File: src/rtl/sorter_drain_scheduler_pkg.sv
// rtl/sorter_drain_scheduler_pkg.sv - shared sorter constants, state and source encodings
package sorter_pkg;

    // Drain FSM state encoding
    localparam logic [1:0] ST_IDLE    = 2'd0;
    localparam logic [1:0] ST_READ    = 2'd1;
    localparam logic [1:0] ST_CAPTURE = 2'd2;
    localparam logic [1:0] ST_OUTPUT  = 2'd3;

    typedef enum logic [1:0] {
        S_IDLE    = ST_IDLE,
        S_READ    = ST_READ,
        S_CAPTURE = ST_CAPTURE,
        S_OUTPUT  = ST_OUTPUT
    } drain_state_t;

    // Source of a drained word
    localparam logic SRC_VAL  = 1'b0;
    localparam logic SRC_IVAL = 1'b1;

    // Write-response codes used across the sorter register blocks
    typedef enum logic [1:0] {
        BRESP_OKAY   = 2'b00,
        BRESP_EXOKAY = 2'b01,
        BRESP_SLVERR = 2'b10,
        BRESP_DECERR = 2'b11
    } bresp_t;

    // Marker byte that opens a valid packet
    localparam logic [7:0] VALID_MARKER = 8'hA5;

endpackage

File: src/rtl/sorter_drain_scheduler_if.sv
// rtl/sorter_drain_scheduler_if.sv - downstream drained-byte stream with valid/ready handshake
// Signals: out_valid/out_data/out_src driven by the scheduler (master),
//          out_ready driven by the consumer (slave).
interface sorter_drain_scheduler_if #(
    parameter int WIDTH = 8
);
    logic             out_valid;
    logic [WIDTH-1:0] out_data;
    logic             out_src;
    logic             out_ready;

    modport master (output out_valid, output out_data, output out_src, input out_ready);
    modport slave  (input out_valid, input out_data, input out_src, output out_ready);
endinterface

File: src/rtl/drain_grant_arb.sv
// rtl/drain_grant_arb.sv - weighted round-robin grant with invalid-queue urgency override
// Ports: clk, rst (async high); val_empty/val_level, ival_empty/ival_level FIFO status;
//        grant_take pulses when the FSM accepts the grant; grant_sel (0 valid, 1 invalid);
//        any_ready high when at least one queue holds data.
module drain_grant_arb
    import sorter_pkg::*;
#(
    parameter int LVL_W       = 4,
    parameter int VAL_WEIGHT  = 3,
    parameter int IVAL_URGENT = 8
) (
    input  logic             clk,
    input  logic             rst,
    input  logic             val_empty,
    input  logic [LVL_W-1:0] val_level,
    input  logic             ival_empty,
    input  logic [LVL_W-1:0] ival_level,
    input  logic             grant_take,
    output logic             grant_sel,
    output logic             any_ready
);
    logic [3:0] wcnt_q, wcnt_d;
    logic       val_avail, ival_avail, urgent;

    // A queue counts as holding data only when flag and level agree,
    // so a momentary flag/level skew in the FIFO never yields a read of nothing.
    assign val_avail  = !val_empty  && (val_level  != '0);
    assign ival_avail = !ival_empty && (ival_level != '0);
    assign urgent     = ival_avail && (ival_level >= LVL_W'(IVAL_URGENT));
    assign any_ready  = val_avail || ival_avail;

    always_comb begin
        grant_sel = SRC_VAL;
        if (urgent) begin
            grant_sel = SRC_IVAL;
        end else if (val_avail && ival_avail) begin
            grant_sel = (wcnt_q < 4'(VAL_WEIGHT)) ? SRC_VAL : SRC_IVAL;
        end else if (!val_avail) begin
            grant_sel = SRC_IVAL;
        end
    end

    always_comb begin
        wcnt_d = wcnt_q;
        if (grant_take) begin
            if (grant_sel == SRC_IVAL) begin
                wcnt_d = 4'd0;
            end else if (wcnt_q < 4'(VAL_WEIGHT)) begin
                wcnt_d = wcnt_q + 4'd1;
            end
        end
    end

    always_ff @(posedge clk or posedge rst) begin
        if (rst) begin
            wcnt_q <= 4'd0;
        end else begin
            wcnt_q <= wcnt_d;
        end
    end
endmodule

File: src/rtl/sorter_drain_scheduler.sv
// rtl/sorter_drain_scheduler.sv - drains valid/invalid FIFOs onto one downstream stream
// Ports: clk, rst (async high); enable; val_*/ival_* FIFO read side (empty, level, rdata, rd_en);
//        dn downstream stream (out_valid/out_data/out_src/out_ready); busy;
//        val_drained/ival_drained per-queue delivered-word counters.
module sorter_drain_scheduler
    import sorter_pkg::*;
#(
    parameter int WIDTH       = 8,
    parameter int DEPTH       = 10,
    parameter int LVL_W       = 4,
    parameter int VAL_WEIGHT  = 3,
    parameter int IVAL_URGENT = 8
) (
    input  logic                        clk,
    input  logic                        rst,
    input  logic                        enable,
    input  logic                        val_empty,
    input  logic [LVL_W-1:0]            val_level,
    input  logic [WIDTH-1:0]            val_rdata,
    input  logic                        ival_empty,
    input  logic [LVL_W-1:0]            ival_level,
    input  logic [WIDTH-1:0]            ival_rdata,
    output logic                        val_rd_en,
    output logic                        ival_rd_en,
    sorter_drain_scheduler_if.master    dn,
    output logic                        busy,
    output logic [15:0]                 val_drained,
    output logic [15:0]                 ival_drained
);
    // The urgency threshold can never exceed what the FIFO can hold.
    localparam int URGENT_EFF = (IVAL_URGENT > DEPTH) ? DEPTH : IVAL_URGENT;

    drain_state_t     state_q, state_d;
    logic             sel_q, sel_d;
    logic             out_valid_q, out_valid_d;
    logic [WIDTH-1:0] out_data_q, out_data_d;
    logic             out_src_q, out_src_d;
    logic [15:0]      val_cnt_q, val_cnt_d;
    logic [15:0]      ival_cnt_q, ival_cnt_d;
    logic             grant_take, grant_sel, any_ready;

    drain_grant_arb #(
        .LVL_W       (LVL_W),
        .VAL_WEIGHT  (VAL_WEIGHT),
        .IVAL_URGENT (URGENT_EFF)
    ) u_arb (
        .clk        (clk),
        .rst        (rst),
        .val_empty  (val_empty),
        .val_level  (val_level),
        .ival_empty (ival_empty),
        .ival_level (ival_level),
        .grant_take (grant_take),
        .grant_sel  (grant_sel),
        .any_ready  (any_ready)
    );

    always_comb begin
        state_d     = state_q;
        sel_d       = sel_q;
        out_valid_d = out_valid_q;
        out_data_d  = out_data_q;
        out_src_d   = out_src_q;
        val_cnt_d   = val_cnt_q;
        ival_cnt_d  = ival_cnt_q;
        grant_take  = 1'b0;
        case (state_q)
            S_IDLE: begin
                if (enable && any_ready) begin
                    grant_take = 1'b1;
                    sel_d      = grant_sel;
                    state_d    = S_READ;
                end
            end
            S_READ: begin
                state_d = S_CAPTURE;
            end
            S_CAPTURE: begin
                // FIFO data is valid now, one cycle after the read strobe.
                out_data_d  = (sel_q == SRC_IVAL) ? ival_rdata : val_rdata;
                out_src_d   = sel_q;
                out_valid_d = 1'b1;
                state_d     = S_OUTPUT;
            end
            S_OUTPUT: begin
                if (dn.out_ready) begin
                    out_valid_d = 1'b0;
                    if (out_src_q == SRC_IVAL) begin
                        ival_cnt_d = ival_cnt_q + 16'd1;
                    end else begin
                        val_cnt_d = val_cnt_q + 16'd1;
                    end
                    state_d = S_IDLE;
                end
            end
            default: state_d = S_IDLE;
        endcase
    end

    always_ff @(posedge clk or posedge rst) begin
        if (rst) begin
            state_q     <= S_IDLE;
            sel_q       <= SRC_VAL;
            out_valid_q <= 1'b0;
            out_data_q  <= '0;
            out_src_q   <= SRC_VAL;
            val_cnt_q   <= 16'd0;
            ival_cnt_q  <= 16'd0;
        end else begin
            state_q     <= state_d;
            sel_q       <= sel_d;
            out_valid_q <= out_valid_d;
            out_data_q  <= out_data_d;
            out_src_q   <= out_src_d;
            val_cnt_q   <= val_cnt_d;
            ival_cnt_q  <= ival_cnt_d;
        end
    end

    // Read strobes are a pure decode of READ, so they last exactly one cycle.
    assign val_rd_en    = (state_q == S_READ) && (sel_q == SRC_VAL);
    assign ival_rd_en   = (state_q == S_READ) && (sel_q == SRC_IVAL);
    assign busy         = (state_q != S_IDLE);
    assign dn.out_valid = out_valid_q;
    assign dn.out_data  = out_data_q;
    assign dn.out_src   = out_src_q;
    assign val_drained  = val_cnt_q;
    assign ival_drained = ival_cnt_q;
endmodule

File: src/flat_wrapper.sv
// flat-port wrapper written by rule: the top's interface ports become plain ports
module sorter_drain_scheduler_flat import sorter_pkg::*;
#(
    parameter int WIDTH       = 8,
    parameter int DEPTH       = 10,
    parameter int LVL_W       = 4,
    parameter int VAL_WEIGHT  = 3,
    parameter int IVAL_URGENT = 8
)
  (clk, rst, enable, val_empty, val_level, val_rdata, ival_empty, ival_level, ival_rdata, val_rd_en, ival_rd_en, busy, val_drained, ival_drained, dn_out_valid, dn_out_data, dn_out_src, dn_out_ready);
  sorter_drain_scheduler_if #(.WIDTH(WIDTH)) dn_i ();
  input  logic clk;
  input  logic rst;
  input  logic enable;
  input  logic val_empty;
  input  logic [LVL_W-1:0] val_level;
  input  logic [WIDTH-1:0] val_rdata;
  input  logic ival_empty;
  input  logic [LVL_W-1:0] ival_level;
  input  logic [WIDTH-1:0] ival_rdata;
  output logic val_rd_en;
  output logic ival_rd_en;
  output logic busy;
  output logic [15:0] val_drained;
  output logic [15:0] ival_drained;
  output wire logic [$bits(dn_i.out_valid)-1:0] dn_out_valid;
  output wire logic [$bits(dn_i.out_data)-1:0] dn_out_data;
  output wire logic [$bits(dn_i.out_src)-1:0] dn_out_src;
  input wire logic [$bits(dn_i.out_ready)-1:0] dn_out_ready;
  assign dn_out_valid = dn_i.out_valid;
  assign dn_out_data = dn_i.out_data;
  assign dn_out_src = dn_i.out_src;
  assign dn_i.out_ready = dn_out_ready;
  sorter_drain_scheduler #(.WIDTH(WIDTH), .DEPTH(DEPTH), .LVL_W(LVL_W), .VAL_WEIGHT(VAL_WEIGHT), .IVAL_URGENT(IVAL_URGENT)) u_core (.clk(clk), .rst(rst), .enable(enable), .val_empty(val_empty), .val_level(val_level), .val_rdata(val_rdata), .ival_empty(ival_empty), .ival_level(ival_level), .ival_rdata(ival_rdata), .val_rd_en(val_rd_en), .ival_rd_en(ival_rd_en), .dn(dn_i), .busy(busy), .val_drained(val_drained), .ival_drained(ival_drained));
endmodule
File: config.mk
export PLATFORM = sky130hd
export DESIGN_NAME = sorter_drain_scheduler_flat
export DESIGN_NICKNAME = d
export VERILOG_FILES = /design/src/rtl/sorter_drain_scheduler_pkg.sv /design/src/rtl/sorter_drain_scheduler_if.sv /design/src/rtl/drain_grant_arb.sv /design/src/rtl/sorter_drain_scheduler.sv /design/src/flat_wrapper.sv
export SDC_FILE = /design/constraint.sdc
export NUM_CORES = 1
export LEC_CHECK = 0
export CAP_MARGIN = 20
export CORE_MARGIN = 8
export CORE_UTILIZATION = 46
export CTS_CLUSTER_SIZE = 16
export DETAILED_ROUTE_END_ITERATION = 7
export PLACE_DENSITY = 0.8
export SYNTH_ARGS = -nofsm -noshare
export SYNTH_HDL_FRONTEND = slang
export SYNTH_HIERARCHICAL = 1
export SYNTH_SLANG_ARGS = --single-unit
File: constraint.sdc
create_clock -name clk -period 2.1 [get_ports clk]
set_input_delay 0.42 -clock clk [delete_from_list [all_inputs] [get_ports clk]]
set_output_delay 0.42 -clock clk [all_outputs]
set_load 0.02 [all_outputs]
==> results of run 1 <==
## synth_stat cells (all sizes together) (2+ instances only)
| library cell | number |
|---|---|
| a21oi | 12 |
| mux2i | 9 |
| and3 | 3 |
| nor2 | 19 |
| xor2 | 13 |
| mux2 | 5 |
| nand3 | 14 |
| inv | 9 |
| nand4 | 9 |
| buf | 2 |
| nor3 | 3 |
| xnor2 | 17 |
| and2 | 3 |
| or2 | 2 |
| ha | 7 |
| dfrtp | 49 |
| nor4 | 5 |
| or4 | 2 |
| nand2 | 12 |
## report_power, final
part	switching (W)	internal [W]
logic	0.000667	0.000647
clock network	0.000308	0.000235
registers	0.000225	0.00115
## timing repair
action,in CTS,in global routing
buffers inserted,0,0
resized for setup,3,0
endpoints found under the setup margin,3,0
## layer usage
metal  vias to the layer above  routed length, um
li1                        879                  -
met1                       841               2247
met2                        51               2383
met3                         2                402
met4                         0                 30
met5                         -                  0
## state kept, by name, summed over array words and instances, names as in the netlist
name,count
u_core/ival_drained,16
u_core/val_drained,16
u_core/dn.out_data,8
u_core/u_arb/wcnt_q,4
u_core/state_q,2
u_core/dn.out_src,1
u_core/dn.out_valid,1
u_core/sel_q,1
## worst register-to-register path, stage by stage, from the launching register on
cell and delay, ns:
dfrtp_1 0.42, ha_1 0.22, or4_1 0.40, a311o_1 0.40, mux2_2 0.27
## area by class of cell
class,instances,area share
Sequential cell,49,0.3749
Multi-Input combinational cell,144,0.3221
Timing Repair Buffer,80,0.2391
Tap cell,70,0.02678
Clock buffer,6,0.02219
Inverter,9,0.01033
Clock inverter,2,0.004591
## metrics by stage
| stage | TNS, ns | cell area (sq um) |
|---|---|---|
| 2_1_floorplan | 0 | 2325 |
| 3_3_place_gp | -0.1472 | 3187 |
| 3_5_place_dp | -0.3836 | 3187 |
| 4_1_cts | 0 | 3271 |
| 5_1_grt | 0 | 3271 |
| 6_report | 0 | 3271 |
## kinds of logic after synthesis
group | share of synthesized area
compound gates | 0.04683
xor+xnor | 0.1130
fa+ha+maj | 0.03767
buf+inv | 0.01937
flops | 0.5275
mux | 0.06297
simple gates | 0.1927
## path summary, 6_finish.rpt
kind,startpoint,end,slack (ns)
setup reg to reg,u_core/u_arb/wcnt_q[0]$_DFFE_PP0P_,u_core/sel_q$_DFFE_PP0P_,0.29
min in group clk,u_core/val_drained[15]$_DFFE_PP0P_,u_core/val_drained[15]$_DFFE_PP0P_,0.48
hold reg to reg,u_core/val_drained[15]$_DFFE_PP0P_,u_core/val_drained[15]$_DFFE_PP0P_,0.48
setup / recovery,u_core/dn.out_src$_DFFE_PP0P_,dn_out_src,0.10
hold / removal,rst,u_core/u_arb/wcnt_q[3]$_DFFE_PP0P_,0.36
max in group asynchronous,rst,u_core/dn.out_data[5]$_DFFE_PP0P_,1.07
==> flow_summary_export.csv, run 1 <==
group,metric,value,unit
cells_and_area,layout.nets,326,
floorplanning,die_area,0.007585,sq mm
critical_path,cp_slowest_cell,"clkdlybuf4s50_1",
grt,grt.busiest_layer,"met2",
placed_design,dp_hpwl,3954,um
cells_and_area,final_cell_mix,"71 x clkdlybuf4s50_1, 49 x dfrtp_1, 19 x nor2_1",
logic_synthesis,syn_area_per_cell,11.34,sq um
critical_path,end_kind,"primary output",
cells_and_area,antennaDiodeCount,0,
cells_and_area,syn2layout_area_growth,40.69,%
logic_synthesis,syn_nets,242,
clock_tree,cts_tree,"built",
placed_design,dp_cells,352,
timing,worstMarginPinSlew,0.6815,ns
logic_synthesis,yosysTopAreaCellShare,0.5274,
detailed_routing,drcViolationCount,0,
floorplanning,io_pins,75,
critical_path,worst-setup-path-type,"reg2out",
critical_path,crit_chain,"clkdlybuf4s50_1",
detailed_routing,viasPerCell,4.925,
timing,finalHoldViolCount,0,
critical_path,worst-path-stages,1,
detailed_routing,dr.pass1.iters,4,
timing,setup_viol,0,
logic_synthesis,synth_area_leader_cell,"dfrtp_1",
timing,clock_skew,0.003168,ns
cells_and_area,fin_util,0.6571,
detailed_routing,wl_per_cell,14.06,um
clock_tree,cts.root.buffer_cell,"clkbuf_8",
clock_tree,numCtsBuffers,5,
clock_tree,clkTransAtPathRegs,0.09,ns
timing,slew_headroom,0.5457,
cells_and_area,multiInputGateArea,0.001054,sq mm
clock_tree,clkLatencyLatePin,0.29,ns
cells_and_area,final_common_cell,"clkdlybuf4s50_1",
placed_design,gp_congestion,0.8098,
logic_synthesis,synth.area.top_cells,"dfrtp_1 53%, xnor2_1 6.4%, xor2_1 4.9%, mux2i_1 3.9%, ha_1 3.8%",
critical_path,start_kind,"flop",
grt,met2_usage,0.2235,
cells_and_area,final_layout_size_suffix_gt1_frac,0.08966,
detailed_routing,drt_wl_total,5063,um
detailed_routing,postRouteAntennaNets,0,
logic_synthesis,synth_edf_count,0,
grt,grt_use_met3,0.05189,
grt,grt_pass1_wl,8528,um
logic_synthesis,syn-instance-count,205,
logic_synthesis,async_flop_share,1.000,
detailed_routing,drt_first_iter_violations,76,
timing,fin_crit_sh,0.9508,
clock_tree,htree_levels,2,
logic_synthesis,netlist_area,0.002325,sq mm
critical_path,crit_arrival,1.58,ns
grt,grt_use_total,0.1394,
floorplanning,coreArea,0.004977,sq mm
floorplanning,die_w,87.09,um
logic_synthesis,ys_warn_count,6,
placed_design,port_buffers,74,
critical_path,cp.required,1.68,ns
grt,grt_pass1_vias,1829,
grt,grt_max_degree,21,
critical_path,cpPeakStageDelay,0.69,ns
timing,finalCriticalPeriod,1.997,ns
power_and_ir_drop,total_power,0.003229,W
logic_synthesis,synthFlopType,"dfrtp_1",
clock_tree,numClockSinks,49,
critical_path,reg2reg_depth,4,
flow_run,max-cap-violations,0,
detailed_routing,via_count,1773,
critical_path,crit_family,"buffers and inverters",
critical_path,worst-path-buf-inv,1,
timing,fmax,0.5008,GHz
power_and_ir_drop,irDropWorstVdd,808.9,uV
clock_tree,cts_max_path_buffers,2,
clock_tree,cts_hold_buf,0,
cells_and_area,fill_cells,420,
floorplanning,start_util,0.4671,
floorplanning,rows,26,
power_and_ir_drop,leakagePower,1.490,nW
status,status,"completed",
logic_synthesis,synth_cell_type_count,33,
timing,drv_slew,0,
grt,grt-ovfl-total,0,
grt,antenna_found_initial,0,
logic_synthesis,ys_seq_area_frac,0.5274,
cells_and_area,register_area,0.001226,sq mm
hold_path,min_path_type,"in2async",
logic_synthesis,synth-seq-cells,49,
placed_design,pre_cts_slack,-0.1398,ns
timing,finalWorstSetupSlack,0.1033,ns
timing,hold_ws,0.3633,ns
cells_and_area,fin_cells,360,
power_and_ir_drop,p_per_area,987.3,mW/mm^2
critical_path,crit_path_max_fanout,9,
floorplanning,chipHeight,87.09,um
timing,rsz0062_at_grt,"false",
grt,met1_usage,0.1722,
Note: power is estimated with default switching activity, not from simulation.
==> run 2, diff against run 1 <==
Settings changed: SYNTH_HIERARCHICAL 1 to unset.
==> run 2 against run 1 <==
Global-route usage fell by 0.53 points. Sequential cell count did not move. Design area rose by 1.7%. Fmax rose by 7.3%. Largest cell class unchanged. Clock power fell by 0.9%. Synthesized cell count fell by 0.98%. Largest power group is now combinational cells. Sequential share of layout area fell by 0.62 points. Cell count fell by 0.28%. Clock skew rose by 0.00072 ns. Area after synthesis rose by 1.1%. Combinational power rose by 4%.
==> flow_summary_export.csv, run 2 <==
group,metric,value,unit
status,status,"completed",
timing,hold_ws,0.4730,ns
grt,grt-ovfl-total,0,
logic_synthesis,synth_edf_count,0,
critical_path,end_kind,"primary output",
timing,setup_viol,0,
timing,slew_headroom,0.7241,
floorplanning,coreArea,0.005010,sq mm
critical_path,worst-path-buf-inv,1,
critical_path,crit_path_max_fanout,7,
logic_synthesis,synth.area.top_cells,"dfrtp_1 52%, xnor2_1 7.1%, xor2_1 4.1%, ha_1 3.7%, nor4_4 3.6%",
logic_synthesis,synthFlopType,"dfrtp_1",
logic_synthesis,netlist_area,0.002350,sq mm
grt,antenna_found_initial,0,
hold_path,min_path_type,"reg2reg",
grt,grt_use_total,0.1340,
logic_synthesis,async_flop_share,1.000,
floorplanning,chipHeight,87.47,um
timing,fin_crit_sh,0.8859,
clock_tree,cts_max_path_buffers,2,
logic_synthesis,synth_most_common_cell,"dfrtp_1",
clock_tree,cts_tree,"built",
critical_path,cpPeakStageDelay,0.67,ns
grt,grt_pass1_wl,8252,um
logic_synthesis,ys_seq_area_frac,0.5218,
timing,finalHoldViolCount,0,
cells_and_area,postLayoutCellArea,0.003326,sq mm
grt,grt_pass1_vias,1825,
clock_tree,htree_levels,2,
logic_synthesis,ys_warn_count,0,
detailed_routing,drt_first_iter_violations,72,
logic_synthesis,synth-seq-cells,49,
floorplanning,die_area,0.007651,sq mm
floorplanning,start_util,0.4690,
timing,setup_tns,0,ns
floorplanning,io_pins,75,
detailed_routing,drcViolationCount,0,
logic_synthesis,synth_cell_type_count,32,
logic_synthesis,syn-instance-count,203,
detailed_routing,drt_wl_total,4871,um
timing,rsz0062_at_grt,"false",
clock_tree,cts.root.buffer_cell,"clkbuf_8",
critical_path,worst-setup-path-type,"reg2out",
flow_run,max-cap-violations,0,
detailed_routing,wl_per_cell,13.57,um
placed_design,dp_hpwl,3858,um
detailed_routing,viasPerCell,4.911,
placed_design,placed_area,0.003239,sq mm
cells_and_area,antennaDiodeCount,0,
logic_synthesis,synth_area_leader_cell,"dfrtp_1",
clock_tree,clkLatencyLatePin,0.28,ns
critical_path,crit_arrival,1.44,ns
cells_and_area,final_common_cell,"clkdlybuf4s50_1",
logic_synthesis,syn_nets,240,
critical_path,start_kind,"flop",
power_and_ir_drop,leakagePower,1.533,nW
critical_path,crit_family,"buffers and inverters",
logic_synthesis,syn_area_per_cell,11.58,sq um
placed_design,gp_congestion,0.7363,
timing,fmax,0.5376,GHz
clock_tree,numCtsBuffers,5,
cells_and_area,final_layout_size_suffix_gt1_frac,0.09689,
logic_synthesis,synth_commonest_cells,"49 x dfrtp_1, 19 x xnor2_1, 17 x nor2_1",
power_and_ir_drop,irDropWorstVdd,720.5,uV
logic_synthesis,yosysTopAreaCellShare,0.5218,
detailed_routing,via_count,1763,
timing,finalCriticalPeriod,1.860,ns
floorplanning,die_w,87.47,um
cells_and_area,layout.nets,326,
timing,clock_skew,0.003890,ns
cells_and_area,syn2layout_area_growth,41.53,%
floorplanning,rows,26,
cells_and_area,fill_cells,429,
timing,drv_slew,0,
clock_tree,numClockSinks,49,
grt,grt_max_degree,50,
detailed_routing,dr.pass1.iters,3,
placed_design,port_buffers,74,
clock_tree,clkTransAtPathRegs,0.08,ns
critical_path,cp_slowest_cell,"clkdlybuf4s50_1",
detailed_routing,postRouteAntennaNets,0,
timing,worstMarginPinSlew,0.4107,ns
power_and_ir_drop,p_per_area,976.3,mW/mm^2
critical_path,crit_chain,"clkdlybuf4s50_1",
cells_and_area,final_cell_mix,"71 x clkdlybuf4s50_1, 49 x dfrtp_1, 19 x xnor2_1",
critical_path,cp.required,1.68,ns
## run 2: metrics by stage
| stage | utilization | cells | power [W] | setup slack (ns) |
|---|---|---|---|---|
| 2_1_floorplan | - | 203 | 0.002140 | 0.3802 |
| 3_3_place_gp | 0.6466 | 352 | 0.002717 | 0.06156 |
| 3_5_place_dp | 0.6466 | 352 | 0.002766 | 0.0009137 |
| 4_1_cts | 0.6633 | 359 | 0.003297 | 0.001692 |
| 5_1_grt | 0.6638 | 359 | 0.003463 | 0.1372 |
| 6_report | 0.6638 | 359 | 0.003247 | 0.2397 |
## run 2: layout make-up
type	count	area (sq um)	area share
flip-flops and latches	49	1226	0.3687
multi-input cells	143	1082	0.3254
repair buffers	82	813.3	0.2445
well taps	70	87.58	0.02634
clock buffers	7	86.33	0.02596
inverters	8	30.03	0.009029
## run 2: timing repair
item                       CTS  global route
resized for setup            2             1
setup endpoints to repair    2             1
setup buffers                0             0
pin swaps                    0             0
hold buffers                 0             0
## run 2: power breakdown
part,total (W),internal [W],switching (W)
clock network,0.000538,0.000262,0.000276
registers,0.00135,0.00115,0.000204
logic,0.00136,0.000678,0.000681
total,0.00325,0.00209,0.00116
## run 2: routing by layer
layer  vias to the layer above  global-route usage  part of all wire
met1                       842              0.1601              0.44
met4                         0             0.02813            0.0057
met2                        49              0.2287              0.49
li1                        870                   -                 -
met3                         2             0.04245             0.065
met5                         -                   0                 0
## run 2: cell families after synthesis
family	Yosys count	synth area share
adder cells (fa/ha/maj)	7	0.03727
multiplexers	13	0.05804
AND/OR/NAND/NOR	79	0.2151
XOR/XNOR	30	0.1118
buffers and inverters	11	0.01757
AO/OA/AOI/OAI	14	0.03834
flip-flops	49	0.5218
## run 2: final timing paths
kind                                                      from                                   to  slack, ns  cells past startpoint
max                              u_core.dn.out_src$_DFFE_PP0P_                           dn_out_src       0.24                      1
min                        u_core.ival_drained[15]$_DFFE_PP0P_  u_core.ival_drained[15]$_DFFE_PP0P_       0.47                      1
max reg2reg                      u_core.state_q[1]$_DFFE_PP0P_   u_core.val_drained[15]$_DFFE_PP0P_       0.31                      6
min reg2reg                u_core.ival_drained[15]$_DFFE_PP0P_  u_core.ival_drained[15]$_DFFE_PP0P_       0.47                      1
max in group asynchronous                                  rst   u_core.u_arb.wcnt_q[3]$_DFFE_PP0P_       1.40                      3
min in group asynchronous                                  rst  u_core.ival_drained[14]$_DFFE_PP0P_       0.49                      3
